$ cat src/rtl/axis_bdim_packer.sv
// axis_bdim_packer: gathers BDIM consecutive ELEM_WIDTH-bit stream elements
// into one packed block word (element 0 in the LSBs) and emits it on a wide
// AXI-Stream, flagging tlast on the final block of every NUM_BLOCKS-block frame.
// Optional build macro BDIM_PACKER_PERF_EN adds transfer/stall counters.
module axis_bdim_packer #(
    parameter int ELEM_WIDTH = 8,
    parameter int BDIM       = 8,
    parameter int NUM_BLOCKS = 4
) (
    input  logic                       ap_clk,
    input  logic                       ap_rst_n,
    input  logic [ELEM_WIDTH-1:0]      s_axis_input0_tdata,
    input  logic                       s_axis_input0_tvalid,
    output logic                       s_axis_input0_tready,
    output logic [BDIM*ELEM_WIDTH-1:0] m_axis_output0_tdata,
    output logic                       m_axis_output0_tvalid,
    input  logic                       m_axis_output0_tready,
`ifdef BDIM_PACKER_PERF_EN
    output logic [31:0]                perf_blocks_out,
    output logic [31:0]                perf_stall_cycles,
`endif
    output logic                       m_axis_output0_tlast
);

    localparam int CW = (BDIM > 1) ? $clog2(BDIM) : 1;
    localparam int BW = (NUM_BLOCKS > 1) ? $clog2(NUM_BLOCKS) : 1;
    localparam int DW = BDIM * ELEM_WIDTH;

    // Reject illegal geometries before anything is built.
    if (BDIM < 1 || NUM_BLOCKS < 1) begin : g_param_check
        $fatal(1, "axis_bdim_packer: BDIM and NUM_BLOCKS must both be >= 1");
    end

    logic [CW-1:0] elem_cnt_r;
    logic [BW-1:0] blk_cnt_r;
    logic [DW-1:0] buf_r;
    logic [DW-1:0] m_tdata_r;
    logic          m_tvalid_r;
    logic          m_tlast_r;

    logic          last_elem_s;
    logic          s_tready_s;
    logic          accept_s;
    logic          load_s;
    logic          drain_s;
    logic          last_blk_s;
    logic [DW-1:0] packed_s;

    // Handshake decode: the final slot of a block may only be taken when the
    // output register is free or being emptied in the same cycle.
    always_comb begin
        last_elem_s = (elem_cnt_r == CW'(BDIM - 1));
        last_blk_s  = (blk_cnt_r == BW'(NUM_BLOCKS - 1));
        if (last_elem_s) begin
            s_tready_s = !m_tvalid_r || m_axis_output0_tready;
        end else begin
            s_tready_s = 1'b1;
        end
        accept_s = s_axis_input0_tvalid && s_tready_s;
        load_s   = accept_s && last_elem_s;
        drain_s  = m_tvalid_r && m_axis_output0_tready;
    end

    // Assemble the outgoing block: buffered elements plus the one arriving now
    // in the top slot (the buffer's own top slot is never written).
    always_comb begin
        packed_s = buf_r;
        packed_s[(BDIM-1)*ELEM_WIDTH +: ELEM_WIDTH] = s_axis_input0_tdata;
    end

    // Element position counter and partial-block buffer.
    always_ff @(posedge ap_clk) begin
        if (!ap_rst_n) begin
            elem_cnt_r <= '0;
            buf_r      <= '0;
        end else if (accept_s) begin
            if (last_elem_s) begin
                elem_cnt_r <= '0;
            end else begin
                elem_cnt_r <= elem_cnt_r + CW'(1);
            end
            for (int k = 0; k < BDIM - 1; k++) begin
                if (elem_cnt_r == CW'(k)) begin
                    buf_r[k*ELEM_WIDTH +: ELEM_WIDTH] <= s_axis_input0_tdata;
                end
            end
        end
    end

    // Output register and frame position: a load always wins over a drain so
    // back-to-back blocks leave without a bubble.
    always_ff @(posedge ap_clk) begin
        if (!ap_rst_n) begin
            m_tdata_r  <= '0;
            m_tvalid_r <= 1'b0;
            m_tlast_r  <= 1'b0;
            blk_cnt_r  <= '0;
        end else if (load_s) begin
            m_tdata_r  <= packed_s;
            m_tvalid_r <= 1'b1;
            m_tlast_r  <= last_blk_s;
            if (last_blk_s) begin
                blk_cnt_r <= '0;
            end else begin
                blk_cnt_r <= blk_cnt_r + BW'(1);
            end
        end else if (drain_s) begin
            m_tvalid_r <= 1'b0;
        end
    end

    assign s_axis_input0_tready  = s_tready_s;
    assign m_axis_output0_tdata  = m_tdata_r;
    assign m_axis_output0_tvalid = m_tvalid_r;
    assign m_axis_output0_tlast  = m_tlast_r;

`ifdef BDIM_PACKER_PERF_EN
    logic [31:0] perf_blocks_r;
    logic [31:0] perf_stall_r;

    // Saturating counters of completed output transfers and stalled cycles.
    always_ff @(posedge ap_clk) begin
        if (!ap_rst_n) begin
            perf_blocks_r <= 32'd0;
            perf_stall_r  <= 32'd0;
        end else begin
            if (drain_s && (perf_blocks_r != 32'hFFFF_FFFF)) begin
                perf_blocks_r <= perf_blocks_r + 32'd1;
            end
            if (m_tvalid_r && !m_axis_output0_tready && (perf_stall_r != 32'hFFFF_FFFF)) begin
                perf_stall_r <= perf_stall_r + 32'd1;
            end
        end
    end

    assign perf_blocks_out   = perf_blocks_r;
    assign perf_stall_cycles = perf_stall_r;
`endif

endmodule

$ cat config.mk
export PLATFORM = sky130hd
export DESIGN_NAME = axis_bdim_packer
export DESIGN_NICKNAME = d
export VERILOG_FILES = /design/src/rtl/axis_bdim_packer.sv
export SDC_FILE = /design/constraint.sdc
export NUM_CORES = 1
export LEC_CHECK = 0
export ABC_AREA = 1
export ABC_CLOCK_PERIOD_IN_PS = 1500
export BUFFER_PORTS_ARGS = -buffer_cell sky130_fd_sc_hd__buf_4
export CORE_UTILIZATION = 45
export DETAILED_ROUTE_END_ITERATION = 7
export PLACE_DENSITY = 0.64
export SETUP_SLACK_MARGIN = 0.5
export SYNTH_ARGS = -nofsm -noshare
export SYNTH_HDL_FRONTEND = slang
export SYNTH_SLANG_ARGS = --single-unit
$ cat constraint.sdc
create_clock -name ap_clk -period 1.5 [get_ports ap_clk]
set_input_delay 0.225 -clock ap_clk [delete_from_list [all_inputs] [get_ports ap_clk]]
set_output_delay 0.225 -clock ap_clk [all_outputs]
set_load 0.02 [all_outputs]
==> results of run 1 <==
timing repair:
item / 4_1_cts / 5_1_grt
gates resized for setup: 103 / 291
pin swaps: 12 / 53
setup endpoints to repair: 194 / 194
cloned: 15 / 4
endpoints found under the hold margin: 0 / 0
buffers inserted: 26 / 41
flip-flops by register name, indices dropped and copies added (netlist names):
register	cells
elem_cnt_r	3
blk_cnt_r	2
buf_r	56
m_axis_output0_tdata	64
m_axis_output0_tlast	1
m_axis_output0_tvalid	1
power groups by stage:
| stage | clock network, W | logic, W | registers, W |
|---|---|---|---|
| 6_report | 0.00395 | 0.000630 | 0.00346 |
| 5_1_grt | 0.00418 | 0.000693 | 0.00347 |
| 4_1_cts | 0.00399 | 0.000571 | 0.00348 |
| 3_5_place_dp | 0 | 0.000529 | 0.00356 |
| 3_3_place_gp | 0 | 0.000516 | 0.00356 |
| 2_1_floorplan | 0 | 0.000403 | 0.00355 |
critical path, delay by kind of cell, from the launching register on:
kind | cells | cell delay (ns)
adder cells (fa/ha/maj) | 2 | 0.30
buffers and inverters | 2 | 0.27
flip-flops | 1 | 0.35
AND/OR/NAND/NOR | 1 | 0.10
metal layers:
layer	global-route usage	wire length, µm	up-vias
met5	0	0	-
met1	0.317	7570	2781
met2	0.416	9110	206
met3	0.0590	1040	50
li1	-	-	2814
met4	0.102	588	0
cell usage in the layout (no fill, tap or decap):
cell type   count
nand4_1       123
inv_1         118
nand2_1       108
buf_6          76
buf_4          63
dfxtp_1        60
a21oi_2        58
nor2_1         52
nand2_4        50
dfxtp_2        50
nand2_2        31
clkbuf_16      21
buf_12         21
dfxtp_4        17
inv_2          14
buf_16         14
a21oi_1        12
nand3_4        10
clkbuf_8        6
nor2_2          5
buf_8           5
clkinv_2        4
ha_1            4
nor2_4          3
clkbuf_1        3
nand3_1         2
ha_4            2
clkinv_1        1
o21ai_0         1
ha_2            1
clkinvlp_4      1
bufinv_16       1
area by class of cell:
| type | instances | area (µm²) |
|---|---|---|
| clock inverter | 5 | 52.6 |
| clock buffer | 26 | 519 |
| multi-input combinational | 462 | 3070 |
| sequential | 127 | 2670 |
| timing repair buffer | 183 | 2310 |
| fill | 814 | 2880 |
| inverter | 134 | 504 |
| tap | 168 | 210 |
cell families after synthesis:
kind of cell	synth area share
adders and majority gates	0.0152
AOI/OAI and AO/OA	0.0618
buffers and inverters	0.154
and+or+nand+nor	0.327
DFF	0.442
worst max path at each step:
stage                               startpoint                endpoint  slack [ns]
floorplan           elem_cnt_r[1]$_SDFFE_PN0P_  buf_r[40]$_SDFFE_PN0P_        0.09
global route        elem_cnt_r[1]$_SDFFE_PN0P_  buf_r[35]$_SDFFE_PN0P_       -0.23
detailed placement  elem_cnt_r[1]$_SDFFE_PN0P_  buf_r[37]$_SDFFE_PN0P_       -0.04
finish              elem_cnt_r[0]$_SDFFE_PN0P_    s_axis_input0_tready       -0.16
global placement    elem_cnt_r[1]$_SDFFE_PN0P_  buf_r[33]$_SDFFE_PN0P_        0.05
CTS                 elem_cnt_r[0]$_SDFFE_PN0P_    s_axis_input0_tready       -0.13
stage by stage:
step / hold slack [ns] / instance area (µm²) / TNS, ns / setup WS, ns
floorplan: 0.393 / 5840 / 0 / 0.0862
global route: 0.0909 / 9330 / -16.51 / -0.226
detailed placement: 0.453 / 6510 / -0.0554 / -0.0375
CTS: 0.0822 / 8050 / -6.13 / -0.128
global placement: 0.448 / 6510 / 0 / 0.0534
finish: 0.0962 / 9330 / -9.12 / -0.160
==> results.toml, run 1 <==
[synthesis]
synth_most_common_cell = "nand2_1"
synthTopCellsByArea = "dfxtp_1 44%, nand4_1 13%, nand2_1 12%, inv_1 8.5%, a21oi_1 6.1%"
synth-edff-count = 0
ys_seq_area_frac = 0.442
netlist_area_mm2 = 0.00575
ys_ff_latch = 127
netlist.area_leader.share = 0.442
yosys_warnings = 0
synthArstFlopShare = 0
postSynthNetCount = 801
synth-main-ff-cell = "dfxtp_1"
synth_top_area_cell = "dfxtp_1"
synth.distinct_cells = 21
synth_cells = 782
netlist_top_cells_count = "188 x nand2_1, 130 x inv_1, 127 x dfxtp_1"
syn_avg_cell_area_um2 = 7.35

[cts]
cts_sinks = 127
cts_root_buf = "clkbuf_16"
cts_htree_levels = 4
cts_tree = "built"
cts_max_path_buffers = 2
clk_pin_slew_worst_paths_ns = 0.06
numCtsBuffers = 17
insertion_delay_ns = 0.42
ctsHoldBuffers = 0

[power_and_ir_drop]
switching_power_w = 0.00189
power_frac_clock = 0.492
sw_frac_of_total = 0.235
power_w = 0.00805
power_density_mw_per_mm2 = 862
p_int_w = 0.00615
p_leak_nw = 3.90
combPwrFrac = 0.078
ir_drop_v = 0.000618
seqPwrFrac = 0.430

[placement]
dp_hpwl_um = 8590
place_inst = 988
portBuffers = 78
gp_congestion = 0.812

[finish]
nNetsFinal = 944
layout-drive-gt1-share = 0.483
syn2layout_area_growth_pct = 62.2
final_util = 0.764
final_cells = 1105
n_antenna_cell = 0

[job]
cap_violations = 0

[critical_path]
worstPathRequired_ns = 1.27
cpMaxStageDelayCell = "dfxtp_2"
slowest_delay_ns = 0.35
crit_top_cell = "ha_4"
r2r_cells = 10
cp_cell_sequence = "ha_4, ha_4, nand3_4, buf_12, buf_8"
ff2ff_setup_slack_ns = -0.15
cp_max_fo = 2
end_kind = "primary output"
crit_type = "flip-flop to primary output"
cp_data_arrival_time_ns = 1.43
critPathLaunchType = "flip-flop"
rr_startpoint = "elem_cnt_r[1]$_SDFFE_PN0P_"
r2r_end = "m_axis_output0_tdata[29]$_SDFFE_PN0P_"

[die]
die_y_um = 115
ios = 79
fp.dieW_um = 115
placementRows = 40
dieArea_mm2 = 0.0132
start_util = 0.471
coreArea_mm2 = 0.0122

[worst_hold_path]
min_path_cells = 3
hold_path_end = "m_axis_output0_tdata[60]$_SDFFE_PN0P_"
hp-class = "input pin to flip-flop"
min_from = "s_axis_input0_tdata[4]"

[global_route]
grt_max_degree = 59
grt_pass1_vias = 5154
antenna_found_initial = 0
grt_overflow = 0
grt_pass1_wl_um = 25500
grt_usage = 0.252

[sta]
rsz0062_at_grt = "yes"
setup_viol = 120
fmax_ghz = 0.603
worst_pin_slew_ns = 0.570
clock-skew-final_ns = 0.00489
finalHoldViolations = 0
finalMaxSlewViolations = 0
finalCritPeriodShare = 1.11
fin_crit_ns = 1.66
setup_ws_ns = -0.160
maxSlewHeadroom = 0.620

[drt]
wirelength_um = 18300
ant_nets = 0
drcViolationCount = 0
num_vias = 5851
avgViaCountPerCell = 5.30
drtPass1Iterations = 5
wire_per_inst_um = 16.6
drtIter0Drc = 302

[outcome]
violations = "setup timing"
status = "finished, violations left"
Note: power is estimated with default switching activity, not from simulation.
==> inputs of run 2 (changes only) <==
==> constraint.sdc (replaced) <==
create_clock -name ap_clk -period 1.5 [get_ports ap_clk]
set_input_delay 0.3 -clock ap_clk [delete_from_list [all_inputs] [get_ports ap_clk]]
set_output_delay 0.3 -clock ap_clk [all_outputs]
set_load 0.02 [all_outputs]
==> run 2 against run 1 <==
Against the previous run: the flow still finishes with violations (setup timing); via count decreased by 1.6%; design area is 6.2% lower; cell count is 0.90% lower; clock power rose by 1%; largest power group unchanged.
==> results.toml, run 2 (synthesized netlist as in run 1, its figures left out) <==
[sta]
hold_slack_ns = 0.174
fin_crit_ns = 1.72
setup_viol = 127
fmax_ghz = 0.580
finalMaxSlewViolations = 0
setup_ws_ns = -0.225
maxSlewHeadroom = 0.720
finalHoldViolations = 0
clock-skew-final_ns = 0.0105
worst_pin_slew_ns = 0.420
rsz0062_at_grt = "yes"
finalCritPeriodShare = 1.15

[die]
fp.dieW_um = 115
start_util = 0.471
die_y_um = 115
placementRows = 40
dieArea_mm2 = 0.0132
ios = 79
coreArea_mm2 = 0.0122

[critical_path]
rr_startpoint = "elem_cnt_r[1]$_SDFFE_PN0P_"
cpMaxStageDelayCell = "dfxtp_4"
cp_top_family = "buffers and inverters"
slowest_delay_ns = 0.36
cp_data_arrival_time_ns = 2.08
crit_cells = 11
critPathLaunchType = "flip-flop"
worstPathRequired_ns = 1.86
r2r_end = "buf_r[43]$_SDFFE_PN0P_"
cp-endpoint = "buf_r[43]$_SDFFE_PN0P_"
startpoint = "elem_cnt_r[1]$_SDFFE_PN0P_"
cp_num_buf_inv = 5
end_kind = "flip-flop"
cp_cell_sequence = "ha_4, ha_4, nand3_4, buf_12, buf_4, buf_6, buf_12, buf_8, nand4_1, nand2_1, nor2_1"
crit_type = "flip-flop to flip-flop"
r2r_cells = 11
cp_max_fo = 7
ff2ff_setup_slack_ns = -0.22

[finish]
syn2layout_area_growth_pct = 52.1
nNetsFinal = 934
n_antenna_cell = 0
final_area_mm2 = 0.00875
largest_reg_flops = 64
nFillCells = 893
layout_commonest_cell = "nand2_1"
layout_common_cells = "155 x nand2_1, 127 x inv_1, 123 x nand4_1"
layout-drive-gt1-share = 0.392

[global_route]
grt_pass1_wl_um = 26100
grt_usage = 0.256
antenna_found_initial = 0
grt_pass1_vias = 5284
grt_overflow = 0
grt_max_degree = 59

[power_and_ir_drop]
power_density_mw_per_mm2 = 930
ir_drop_v = 0.000773
p_int_w = 0.00623
combPwrFrac = 0.081
power_frac_clock = 0.491
seqPwrFrac = 0.428
switching_power_w = 0.00191
sw_frac_of_total = 0.235
p_leak_nw = 3.79

[drt]
drtIter0Drc = 426
ant_nets = 0
num_vias = 5755
drcViolationCount = 0
wirelength_um = 17500
drtPass1Iterations = 5
wire_per_inst_um = 16.0
avgViaCountPerCell = 5.26

[outcome]
violations = "setup timing"
status = "finished, violations left"

[worst_hold_path]
hp-class = "input pin to flip-flop"
min_path_cells = 3

[cts]
cts_htree_levels = 4
cts_tree = "built"
cts_sinks = 127
numCtsBuffers = 17
cts_max_path_buffers = 2
insertion_delay_ns = 0.42
clk_pin_slew_worst_paths_ns = 0.06
cts_root_buf = "clkbuf_16"

[placement]
dp_hpwl_um = 8740
gp_congestion = 0.743
place_area_mm2 = 0.00651
portBuffers = 78

[job]
cap_violations = 0
## run 2: layout make-up
| class | count | area [µm²] | share of cell area |
|---|---|---|---|
| well taps | 168 | 210 | 0.0240 |
| flip-flops and latches | 127 | 2630 | 0.301 |
| clock buffers | 24 | 482 | 0.0551 |
| multi-input cells | 461 | 2600 | 0.297 |
| repair buffers | 174 | 2220 | 0.254 |
| clock inverters | 7 | 85.1 | 0.00973 |
| inverters | 134 | 514 | 0.0588 |
## run 2: how the worst min path moves through the flow
stage                     slack [ns]                             startpoint                                     to
after detailed placement        0.45  m_axis_output0_tdata[25]$_SDFFE_PN0P_  m_axis_output0_tdata[25]$_SDFFE_PN0P_
final                           0.17                 s_axis_input0_tdata[6]  m_axis_output0_tdata[62]$_SDFFE_PN0P_
after CTS                       0.16                 s_axis_input0_tdata[2]  m_axis_output0_tdata[58]$_SDFFE_PN0P_
after global placement          0.45  m_axis_output0_tdata[27]$_SDFFE_PN0P_  m_axis_output0_tdata[27]$_SDFFE_PN0P_
after floorplan                 0.44              blk_cnt_r[1]$_SDFFE_PN0P_              blk_cnt_r[1]$_SDFFE_PN0P_
after global routing            0.17                 s_axis_input0_tdata[5]  m_axis_output0_tdata[61]$_SDFFE_PN0P_
## run 2: worst register-to-register path: stages, from the launching register on
cell and delay [ns]:
dfxtp_4 0.36, ha_4 0.14, ha_4 0.14, nand3_4 0.09, buf_12 0.14, buf_4 0.13, buf_6 0.11, buf_12 0.14
buf_8 0.13, nand4_1 0.09, nand2_1 0.10, nor2_1 0.10
## run 2: per-stage QoR
| step | setup WS, ns | total power [W] | util | setup TNS, ns | instances |
|---|---|---|---|---|---|
| 2_1_floorplan | 0.0650 | 0.00395 | - | 0 | 782 |
| 6_report | -0.225 | 0.00814 | 0.716 | -14.86 | 1095 |
| 5_1_grt | -0.261 | 0.00842 | 0.716 | -22.67 | 1095 |
| 3_5_place_dp | -0.0685 | 0.00409 | 0.533 | -0.296 | 987 |
| 4_1_cts | -0.208 | 0.00810 | 0.645 | -8.77 | 1059 |
| 3_3_place_gp | 0.0344 | 0.00407 | 0.533 | 0 | 987 |
## run 2: power groups by stage
stage / registers [W] / clock network (W) / logic, W
after floorplan: 0.00355 / 0 / 0.000403
after global placement: 0.00356 / 0 / 0.000514
after detailed placement: 0.00356 / 0 / 0.000532
after CTS: 0.00349 / 0.00403 / 0.000583
after global routing: 0.00349 / 0.00421 / 0.000721
final: 0.00349 / 0.00400 / 0.000656
## run 2: layer usage
metal	routed length [µm]	GRT usage	up-vias
met5	0	0	-
met4	477	0.115	0
met3	1150	0.0580	38
met2	8570	0.412	219
met1	7300	0.328	2707
li1	-	-	2791
## run 2: what timing repair did
action | 4_1_cts | 5_1_grt
buffers inserted | 30 | 34
pin swaps | 16 | 32
hold buffers | 0 | 0
gates resized for setup | 45 | 199
cloned | 11 | 2
setup endpoints to repair | 194 | 194
==> inputs of run 3 (changes only) <==
- CAP_MARGIN: default -> 25
- HOLD_SLACK_MARGIN: default -> 0.12
- MAX_ROUTING_LAYER: default -> met4
==> run 3 against run 2 <==
Against the previous run: the run still ends with setup timing left; routed wire length unchanged; fmax about the same; first-iteration DRC count increased by 2.3%; worst setup slack worse by 0.00057 ns.
==> results.toml, run 3 (synthesized netlist as in run 1, its figures left out) <==
[power_and_ir_drop]
power_density_mw_per_mm2 = 932
p_leak_nw = 3.79
ir_drop_v = 0.000773

[finish]
largest_reg_flops = 64
layout-drive-gt1-share = 0.391
syn2layout_area_growth_pct = 52.2
nFillCells = 902
n_antenna_cell = 0
final_area_mm2 = 0.00875
layout_commonest_cell = "nand2_1"
layout_common_cells = "157 x nand2_1, 127 x inv_1, 123 x nand4_1"
nNetsFinal = 934

[placement]
place_area_mm2 = 0.00651
portBuffers = 78
gp_congestion = 0.752
dp_hpwl_um = 8740
place_ws_ns = -0.0685

[global_route]
grt_max_degree = 59
grt_pass1_vias = 5274
grt_overflow = 0
grt_usage = 0.264
grt_pass1_wl_um = 26000
antenna_found_initial = 0

[sta]
finalHoldViolations = 0
setup_ws_ns = -0.225
maxSlewHeadroom = 0.717
fmax_ghz = 0.580
finalMaxSlewViolations = 0
clock-skew-final_ns = 0.00936
rsz0062_at_grt = "yes"
finalCritPeriodShare = 1.15
fin_crit_ns = 1.73
setup_viol = 128
worst_pin_slew_ns = 0.425

[drt]
drcViolationCount = 0
avgViaCountPerCell = 5.28
ant_nets = 0
wire_per_inst_um = 16.0
drtIter0Drc = 436
num_vias = 5784
drtPass1Iterations = 6
wirelength_um = 17500

[cts]
insertion_delay_ns = 0.43
clk_pin_slew_worst_paths_ns = 0.06
cts_tree = "built"
cts_sinks = 127
cts_htree_levels = 4
ctsHoldBuffers = 0
cts_max_path_buffers = 2
cts_root_buf = "clkbuf_16"
numCtsBuffers = 17

[critical_path]
startpoint = "elem_cnt_r[1]$_SDFFE_PN0P_"
slowest_delay_ns = 0.36
critPathLaunchType = "flip-flop"
r2r_cells = 11
cp_cell_sequence = "ha_4, ha_4, nand3_4, buf_12, buf_8"
cp_top_family = "flip-flops"
end_kind = "primary output"
crit_cells = 5
ff2ff_setup_slack_ns = -0.23
cp_data_arrival_time_ns = 1.43
worstPathRequired_ns = 1.20
cp_max_fo = 2
rr_startpoint = "elem_cnt_r[1]$_SDFFE_PN0P_"
cp_num_buf_inv = 2
r2r_end = "buf_r[43]$_SDFFE_PN0P_"
crit_type = "flip-flop to primary output"
cpMaxStageDelayCell = "dfxtp_4"
cp-endpoint = "s_axis_input0_tready"
crit_top_cell = "ha_4"

[die]
coreArea_mm2 = 0.0122
fp.dieW_um = 115
dieArea_mm2 = 0.0132
die_y_um = 115
placementRows = 40
ios = 79
start_util = 0.471

[worst_hold_path]
min_from = "s_axis_input0_tdata[6]"
hp-class = "input pin to flip-flop"

[outcome]
status = "finished, violations left"
violations = "setup timing"

[job]
cap_violations = 0
==> run 3: layout make-up <==
class	count	area, µm²	area share
Inverter	134	514	0.0588
Tap cell	168	210	0.0240
Clock buffer	24	482	0.0550
Sequential cell	127	2630	0.301
Timing Repair Buffer	174	2230	0.255
Clock inverter	7	85.1	0.00972
Multi-Input combinational cell	461	2600	0.297
==> run 3: tightest hold or removal path, delay by kind of cell <==
family                 cells  cell delay [ns]
buffers and inverters      1             0.12
and+or+nand+nor            1             0.09
AOI/OAI and AO/OA          1             0.05
==> run 3: where the power goes <==
group	switching (W)	internal, W	total, W
Combinational	0.000428	0.000232	0.000660
Clock	0.00146	0.00255	0.00401
Sequential	0.0000422	0.00345	0.00349
==> run 3: worst min-delay path by stage <==
stage / to / slack [ns] / cells past startpoint
after floorplan: blk_cnt_r[1]$_SDFFE_PN0P_ / 0.44 / 2
after global routing: m_axis_output0_tdata[61]$_SDFFE_PN0P_ / 0.17 / 3
after detailed placement: m_axis_output0_tdata[25]$_SDFFE_PN0P_ / 0.45 / 2
final: m_axis_output0_tdata[62]$_SDFFE_PN0P_ / 0.17 / 3
after global placement: m_axis_output0_tdata[27]$_SDFFE_PN0P_ / 0.45 / 2
after CTS: m_axis_output0_tdata[58]$_SDFFE_PN0P_ / 0.16 / 3
==> run 3: stage by stage <==
stage / total power [W] / hold slack [ns] / cells / setup TNS [ns] / util
floorplan: 0.00395 / 0.443 / 782 / 0 / -
global placement: 0.00407 / 0.448 / 987 / 0 / 0.533
detailed placement: 0.00409 / 0.450 / 987 / -0.296 / 0.533
CTS: 0.00810 / 0.162 / 1059 / -8.77 / 0.645
global route: 0.00842 / 0.172 / 1095 / -23.58 / 0.717
finish: 0.00815 / 0.175 / 1095 / -16.23 / 0.717
==> run 3: per-layer routing <==
layer	GRT usage	vias up	routed length, µm
met5	-	-	0
met1	0.328	2773	7440
met4	0.115	0	425
met3	0.0580	33	972
li1	-	2785	-
met2	0.412	193	8660
==> run 3: what timing repair did <==
action                                  CTS  global route
gates cloned                             11             2
gates resized for setup                  45           200
endpoints found under the setup margin  194           194
buffers inserted                         30            34
pin swaps                                16            30
